--- config.mk ---
export PLATFORM = sky130hd
export DESIGN_NAME = acc_shadow_stack
export DESIGN_NICKNAME = d
export VERILOG_FILES = /design/src/rtl/acc_shadow_stack.sv
export SDC_FILE = /design/constraint.sdc
export NUM_CORES = 1
export LEC_CHECK = 0
export ABC_AREA = 0
export BUFFER_PORTS_ARGS = -buffer_cell sky130_fd_sc_hd__buf_2
export CELL_PAD_IN_SITES_DETAIL_PLACEMENT = 2
export CELL_PAD_IN_SITES_GLOBAL_PLACEMENT = 2
export CORE_MARGIN = 3
export CORE_UTILIZATION = 45
export DETAILED_ROUTE_END_ITERATION = 10
export PLACE_DENSITY_LB_ADDON = 0.1
export SLEW_MARGIN = 10
export SYNTH_ARGS = -nofsm -noshare
export SYNTH_HDL_FRONTEND = slang
export SYNTH_SLANG_ARGS = --single-unit
--- constraint.sdc ---
create_clock -name clk -period 3.87 [get_ports clk]
set_input_delay 0.5805 -clock clk [delete_from_list [all_inputs] [get_ports clk]]
set_output_delay 0.5805 -clock clk [all_outputs]
set_load 0.005 [all_outputs]
--- src/rtl/acc_shadow_stack.sv ---
// Accumulator register with a LIFO shadow stack for hardware save/restore of ACC
// across call and interrupt paths. All outputs are registered.
module acc_shadow_stack #(
   parameter int WIDTH = 16,
   parameter int DEPTH = 8,
   localparam int CW = $clog2(DEPTH + 1)
) (
   input  logic             clk,
   input  logic             reset,
   input  logic [WIDTH-1:0] acc_in,
   input  logic             acc_write,
   input  logic             push,
   input  logic             pop,
   input  logic             err_clear,
   output logic [WIDTH-1:0] acc_out,
   output logic [CW-1:0]    depth_count,
   output logic             empty,
   output logic             full,
   output logic             err
);

   localparam int AW = (DEPTH > 1) ? $clog2(DEPTH) : 1;

   logic [WIDTH-1:0] acc_q, acc_d;
   logic [CW-1:0]    cnt_q, cnt_d;
   logic             err_q, err_d;
   logic             empty_q, empty_d;
   logic             full_q, full_d;
   logic [WIDTH-1:0] stack_q [DEPTH];

   logic             both_s;
   logic             push_ok_s;
   logic             pop_ok_s;
   logic             illegal_s;
   logic [AW-1:0]    wr_idx_s;
   logic [AW-1:0]    rd_idx_s;

   // Next-state decode: op legality, accumulator source, depth and sticky error
   always_comb begin
      both_s    = push & pop;
      push_ok_s = push & ~pop & ~full_q;
      pop_ok_s  = pop & ~push & ~empty_q;
      illegal_s = both_s | (push & ~pop & full_q) | (pop & ~push & empty_q);
      wr_idx_s  = AW'(cnt_q);
      rd_idx_s  = AW'(cnt_q - CW'(1));
      acc_d     = acc_q;
      cnt_d     = cnt_q;
      err_d     = err_q;

      // A simultaneous push and pop freezes everything, including acc_write
      if (both_s) begin
         acc_d = acc_q;
      end else if (pop_ok_s) begin
         acc_d = stack_q[rd_idx_s];
      end else if (acc_write) begin
         acc_d = acc_in;
      end else begin
         acc_d = acc_q;
      end

      if (push_ok_s) begin
         cnt_d = cnt_q + CW'(1);
      end else if (pop_ok_s) begin
         cnt_d = cnt_q - CW'(1);
      end else begin
         cnt_d = cnt_q;
      end

      if (illegal_s) begin
         err_d = 1'b1;
      end else if (err_clear) begin
         err_d = 1'b0;
      end else begin
         err_d = err_q;
      end

      empty_d = (cnt_d == CW'(0));
      full_d  = (cnt_d == CW'(DEPTH));
   end

   // Control/status registers with synchronous reset
   always_ff @(posedge clk) begin
      if (reset) begin
         acc_q   <= {WIDTH{1'b0}};
         cnt_q   <= {CW{1'b0}};
         err_q   <= 1'b0;
         empty_q <= 1'b1;
         full_q  <= 1'b0;
      end else begin
         acc_q   <= acc_d;
         cnt_q   <= cnt_d;
         err_q   <= err_d;
         empty_q <= empty_d;
         full_q  <= full_d;
      end
   end

   // Stack storage is not reset; entries above depth_count are never observed
   always_ff @(posedge clk) begin
      if (!reset && push_ok_s) begin
         stack_q[wr_idx_s] <= acc_q;
      end
   end

   assign acc_out     = acc_q;
   assign depth_count = cnt_q;
   assign empty       = empty_q;
   assign full        = full_q;
   assign err         = err_q;

endmodule

==> run metrics, run 1 <==
status=finished clean; Yosys Warn Count=0; Slew Limit Headroom=32.4%; reg2reg path depth=7; Pwr Total=0.00413 W; Synth Register Bits=151; Max Clock Freq=0.378 GHz; worst path required time=4.18 ns; H-tree lvl count=4; Worst path depth=7; global-route wire length before repair=24600 um; cts repair resizes=0; CP Data Arrival Time=2.95 ns; Floorplan Core Area=0.0127 sq mm; clk_lat worst skew=0.43 ns; nets@finish=417; Critical-path top delay cell=dfxtp_1; ANT cells=0; Worst-Margin Slew=1.01 ns; WP buf/inv=2; hold_buf cts=0; Static Leak=2.47 nW; routability congestion estimate=0.714; worst slack at placement=1.27 ns; DRC Markers=0; Area after DPL=0.00637 sq mm; worst hold stages=2; vias in the first global route=3737; Synth Net Count=353; Die Area=0.0144 sq mm; routed wire length=16000 um; Mapped Avg Cell Area=17.8 sq um; wire per inst=27.7 um; Cell Chain, Critical Path=inv_1 -> ha_1 -> buf_4 -> mux4_2 -> nand2_1 -> a21oi_1 -> a221o_1; Crit Path Category=flop to flop; Synth area leaders=edfxtp_1, mux4_2, dfxtp_1; CP delay by family, top=buffers and inverters; Reg-to-Reg End=acc_out[8]; critical path endpoint category=flop; Critical Path End=acc_out[8]; count of input and output buffers=44; Initial Util=46.3%; Die Wd=120 um; CP startpoint kind=flop; Mapped Area=0.00587 sq mm; Syn-to-layout area delta=19.3%; CP startpoint=depth_count[1]; GRT overflow=0; synth unique cells=38; crit path time final=2.64 ns; Min-Delay Path Class=primary input to flop; Ports=45; drt initial violations=243; Die Y-Extent=120 um; drt via density=5.80; area share of the largest cell type after synthesis=65.5%; TritonCTS clock tree=yes; Design Area, Final=0.00700 sq mm; Pins Over Slew Limit=0; reg-to-reg startpoint=depth_count[1]; fin util=55.2%; leading area contributor after synthesis=edfxtp_1; initial antenna violation count=0; crit path max fanout=32; unrepaired setup endpoints after global routing=no; num rows=41; Vias=3354; clock tree buffer depth=2; Hold Fails Final Rpt=0; Fin Setup TNS=0 ns; CTS clk-pin slew, worst paths=0.06 ns; first drt pass iteration count=4; commonest non-fill, non-tap cell in the layout=edfxtp_1; placed wire-length estimate=9430 um; Root Driver=clkbuf_16; slack of the critical path=1.23 ns; Final Skew=0.00639 ns; Peak VDD IR=365 uV; gr usage total=24.2%; antenna viol nets, final=0; Setup Buffers After CTS=0; commonest cells after routing, fill and taps aside=edfxtp_1, buf_2, nand2_1, mux4_2, dfxtp_1; CTS sink cnt=151; Critical Path Max Stage Delay=0.58 ns; final setup violation count=0; fraction of layout cells with a size suffix above 1=33.5%; Tcrit/Tclk final=68.3%; Num CTS Buffers=17; Gate Count Post-Synth=329; post-synthesis sequential area ratio=73.4%; r2r setup slk=1.23 ns; largest net degree at the start of global routing=40; max-cap viol count=0; PwrDens=589 mW/mm^2
-- flip-flops by register name, indices dropped and copies added, names as in the netlist --
name and flops:
empty 1, full 1, err 1, depth_count 4, stack_q 128, acc_out 16
-- cell usage after synthesis (all sizes together) --
| cell | number |
|---|---|
| a221o | 16 |
| xor2 | 3 |
| or2 | 1 |
| nand2b | 2 |
| edfxtp | 128 |
| nand2 | 40 |
| o22ai | 1 |
| a21oi | 20 |
| or3 | 1 |
| nor2b | 1 |
| clkbuf | 11 |
| o21ba | 1 |
| inv | 5 |
| o221ai | 1 |
| a21boi | 1 |
| and2 | 1 |
| a21o | 1 |
| dfxtp | 23 |
| o21ai | 3 |
| nand3b | 1 |
| a22oi | 1 |
| buf | 6 |
| and3 | 1 |
| nor4 | 1 |
| o32ai | 2 |
| nor2 | 14 |
| xnor2 | 3 |
| mux4 | 32 |
| nor3 | 2 |
| o31ai | 1 |
| ha | 2 |
| or3b | 2 |
| nor3b | 1 |
-- report_power, final --
group	total, W	internal, W	switching, W	leakage, nW
logic	0.000467	0.000197	0.000271	0.789
clock network	0.00177	0.00108	0.000687	0.305
registers	0.00189	0.00182	0.0000627	1.38
-- routing by layer --
layer / GRT usage, % / wire (um)
met5: 0 / 0
met4: 8.38 / 331
met3: 5.71 / 765
met2: 42.6 / 8690
met1: 29.2 / 6200
-- per-stage QoR --
step                      std cells  hold WS (ns)
after global placement          546         0.468
after floorplan                 329         0.479
final                           578         0.380
after detailed placement        546         0.479
after CTS                       578         0.372
after global routing            578         0.374
-- worst register-to-register path: cells and delay by family, from the launching register on --
family	cells	cell delay (ns)
buffers and inverters	2	0.63
DFF	1	0.58
AOI/OAI and AO/OA	2	0.42
muxes	1	0.42
adders and majority gates	1	0.37
and+or+nand+nor	1	0.11
-- how the worst min path moves through the flow --
stage,to,slack [ns],startpoint
2_1_floorplan,err,0.48,err
3_3_place_gp,err,0.47,err
3_5_place_dp,err,0.48,err
4_1_cts,acc_out[5],0.37,acc_in[5]
5_1_grt,acc_out[12],0.37,acc_in[12]
6_report,acc_out[11],0.38,acc_in[11]
-- cell families (layout without fill, tap and decap cells) --
group | after synthesis | count (layout) | synth area share [%]
buffers and inverters | 22 | 99 | 1.60
AND/OR/NAND/NOR | 68 | 68 | 5.18
adder cells (fa/ha/maj) | 2 | 2 | 0.426
multiplexers | 32 | 32 | 12.3
XOR/XNOR | 6 | 6 | 0.896
flip-flops | 151 | 151 | 73.4
AO/OA/AOI/OAI | 48 | 48 | 6.25
-- area by class of cell --
| cell class | instances | area, sq um |
|---|---|---|
| inverters | 5 | 18.8 |
| fillers | 1109 | 5670 |
| multi-input cells | 156 | 1480 |
| repair buffers | 62 | 355 |
| well taps | 172 | 215 |
| flip-flops and latches | 151 | 4310 |
| clock inverters | 15 | 201 |
| clock buffers | 17 | 425 |
Note: power is estimated with default switching activity, not from simulation.
==> run 2: changes to the inputs <==
--- a/config.mk
+++ b/config.mk
@@ -10,7 +10,7 @@
 export CELL_PAD_IN_SITES_DETAIL_PLACEMENT = 2
 export CELL_PAD_IN_SITES_GLOBAL_PLACEMENT = 2
 export CORE_MARGIN = 3
-export CORE_UTILIZATION = 45
+export CORE_UTILIZATION = 40
 export DETAILED_ROUTE_END_ITERATION = 10
 export PLACE_DENSITY_LB_ADDON = 0.1
 export SLEW_MARGIN = 10
==> constraint.sdc (replaced) <==
create_clock -name clk -period 2.13 [get_ports clk]
set_input_delay 0.3195 -clock clk [delete_from_list [all_inputs] [get_ports clk]]
set_output_delay 0.3195 -clock clk [all_outputs]
set_load 0.005 [all_outputs]
==> run 2 against run 1 <==
Net effect:
- core utilization down 5.7 points
- register-to-register slack worse by 1.1 ns
- clock power up 49%
- cell count up 3.1%
- count of clock-buffer cells in the layout up 8
- via count down 2.3%
- sequential share of layout area up 0.088 points
- critical path type unchanged
- sequential power up 81%
- flip-flop and latch count unchanged
- worst setup slack worse by 1.1 ns
==> run metrics, run 2 (same netlist as run 1, synthesis figures left out) <==
status=finished clean; commonest non-fill, non-tap cell in the layout=edfxtp_1; Design Area, Final=0.00699 sq mm; crit path max fanout=10; max FFs per register=128; initial antenna violation count=0; wire per inst=24.8 um; slack of the critical path=0.167 ns; Syn-to-layout area delta=19.2%; nets@finish=427; CTS sink cnt=151; GRT overflow=0; Initial Util=41.6%; drt via density=5.50; placed wire-length estimate=9580 um; worst path required time=2.43 ns; Static Leak=2.47 nW; H-tree lvl count=4; Num CTS Buffers=17; fraction of layout cells with a size suffix above 1=32.7%; DRC Markers=0; Die Area=0.0162 sq mm; met2 GRT Util=34.9%; vias in the first global route=3747; gr usage total=19.6%; CTS clk-pin slew, worst paths=0.06 ns; largest register by flop count=stack_q; Root Driver=clkbuf_16; Ports=45; Max Clock Freq=0.510 GHz; Crit Path Category=flop to flop; CP startpoint kind=flop; GR Layer Usage met3=4.14%; Die Y-Extent=127 um; Fill cells=1301; routed wire length=14800 um; final setup violation count=0; Floorplan Core Area=0.0141 sq mm; Setup Buffers After CTS=0; commonest cells after routing, fill and taps aside=edfxtp_1, buf_2, nand2_1, mux4_2, buf_4; first drt pass iteration count=4; CP Data Arrival Time=2.26 ns; clock tree buffer depth=2; num rows=43; max-cap viol count=0; ANT cells=0; hold_buf cts=0; Area after DPL=0.00649 sq mm; grt met1 use=24.0%; TritonCTS clock tree=yes; Hold Fails Final Rpt=0; critical path endpoint category=flop; Pins Over Slew Limit=0; antenna viol nets, final=0; count of input and output buffers=44; Slew Limit Headroom=31.8%; Vias=3277; Worst-Margin Slew=1.02 ns; PwrDens=993 mW/mm^2; Final Skew=0.00632 ns; Min-Delay Path Class=primary input to flop; cts repair resizes=0; largest net degree at the start of global routing=38; unrepaired setup endpoints after global routing=no; Tcrit/Tclk final=92.1%; routability congestion estimate=0.768; worst slack at placement=0.126 ns; clk_lat worst skew=0.42 ns; crit path time final=1.96 ns; global-route wire length before repair=22900 um; Peak VDD IR=638 uV; drt initial violations=217; Die Wd=127 um; GR peak layer=met2
==> run 2: final timing paths <==
kind	startpoint	end	slack, ns	cells past startpoint
setup reg to reg	depth_count[0]	acc_out[15]	0.17	7
hold reg to reg	err	err	0.50	2
hold / removal	acc_in[0]	acc_out[0]	0.12	2
setup / recovery	depth_count[0]	acc_out[15]	0.17	7
==> run 2: routing by layer <==
| layer | up-vias | share of wire [%] | wire (um) |
|---|---|---|---|
| li1 | 1457 | - | - |
| met1 | 1747 | 41 | 6080 |
| met2 | 56 | 55 | 8170 |
| met3 | 17 | 2.3 | 333 |
| met4 | 0 | 1.4 | 210 |
| met5 | - | 0 | 0 |
==> run 2: layout make-up <==
class / instances / area (sq um) / area share [%]
flip-flops and latches: 151 / 4310 / 61.6
well taps: 180 / 225 / 3.22
multi-input cells: 156 / 1480 / 21.2
clock inverters: 7 / 28.8 / 0.412
inverters: 5 / 18.8 / 0.268
clock buffers: 25 / 475 / 6.80
repair buffers: 72 / 455 / 6.52
==> run 2: per-stage QoR <==
step	util (%)	cells	setup TNS, ns	hold WS, ns	total power (W)
after floorplan	-	329	-11.38	0.391	0.00402
after global placement	46.0	564	0	0.465	0.00437
after detailed placement	46.0	564	0	0.494	0.00440
after CTS	49.6	596	0	0.103	0.00704
after global routing	49.6	596	0	0.115	0.00722
final	49.6	596	0	0.122	0.00694
==> run 2: worst max-delay path, stage by stage (launching register included) <==
cell and delay [ns]:
dfxtp_2 0.38, inv_2 0.08, ha_1 0.34, buf_4 0.23, mux4_2 0.33, nand2_1 0.12
a21oi_1 0.09, a221o_1 0.26
==> run 2: where the power goes <==
part | internal (W) | leakage (nW) | switching, W | total [W]
combinational | 0.000396 | 0.846 | 0.000485 | 0.000881
sequential | 0.00332 | 1.38 | 0.000117 | 0.00343
clock | 0.00153 | 0.247 | 0.00110 | 0.00263
total | 0.00524 | 2.47 | 0.00171 | 0.00694
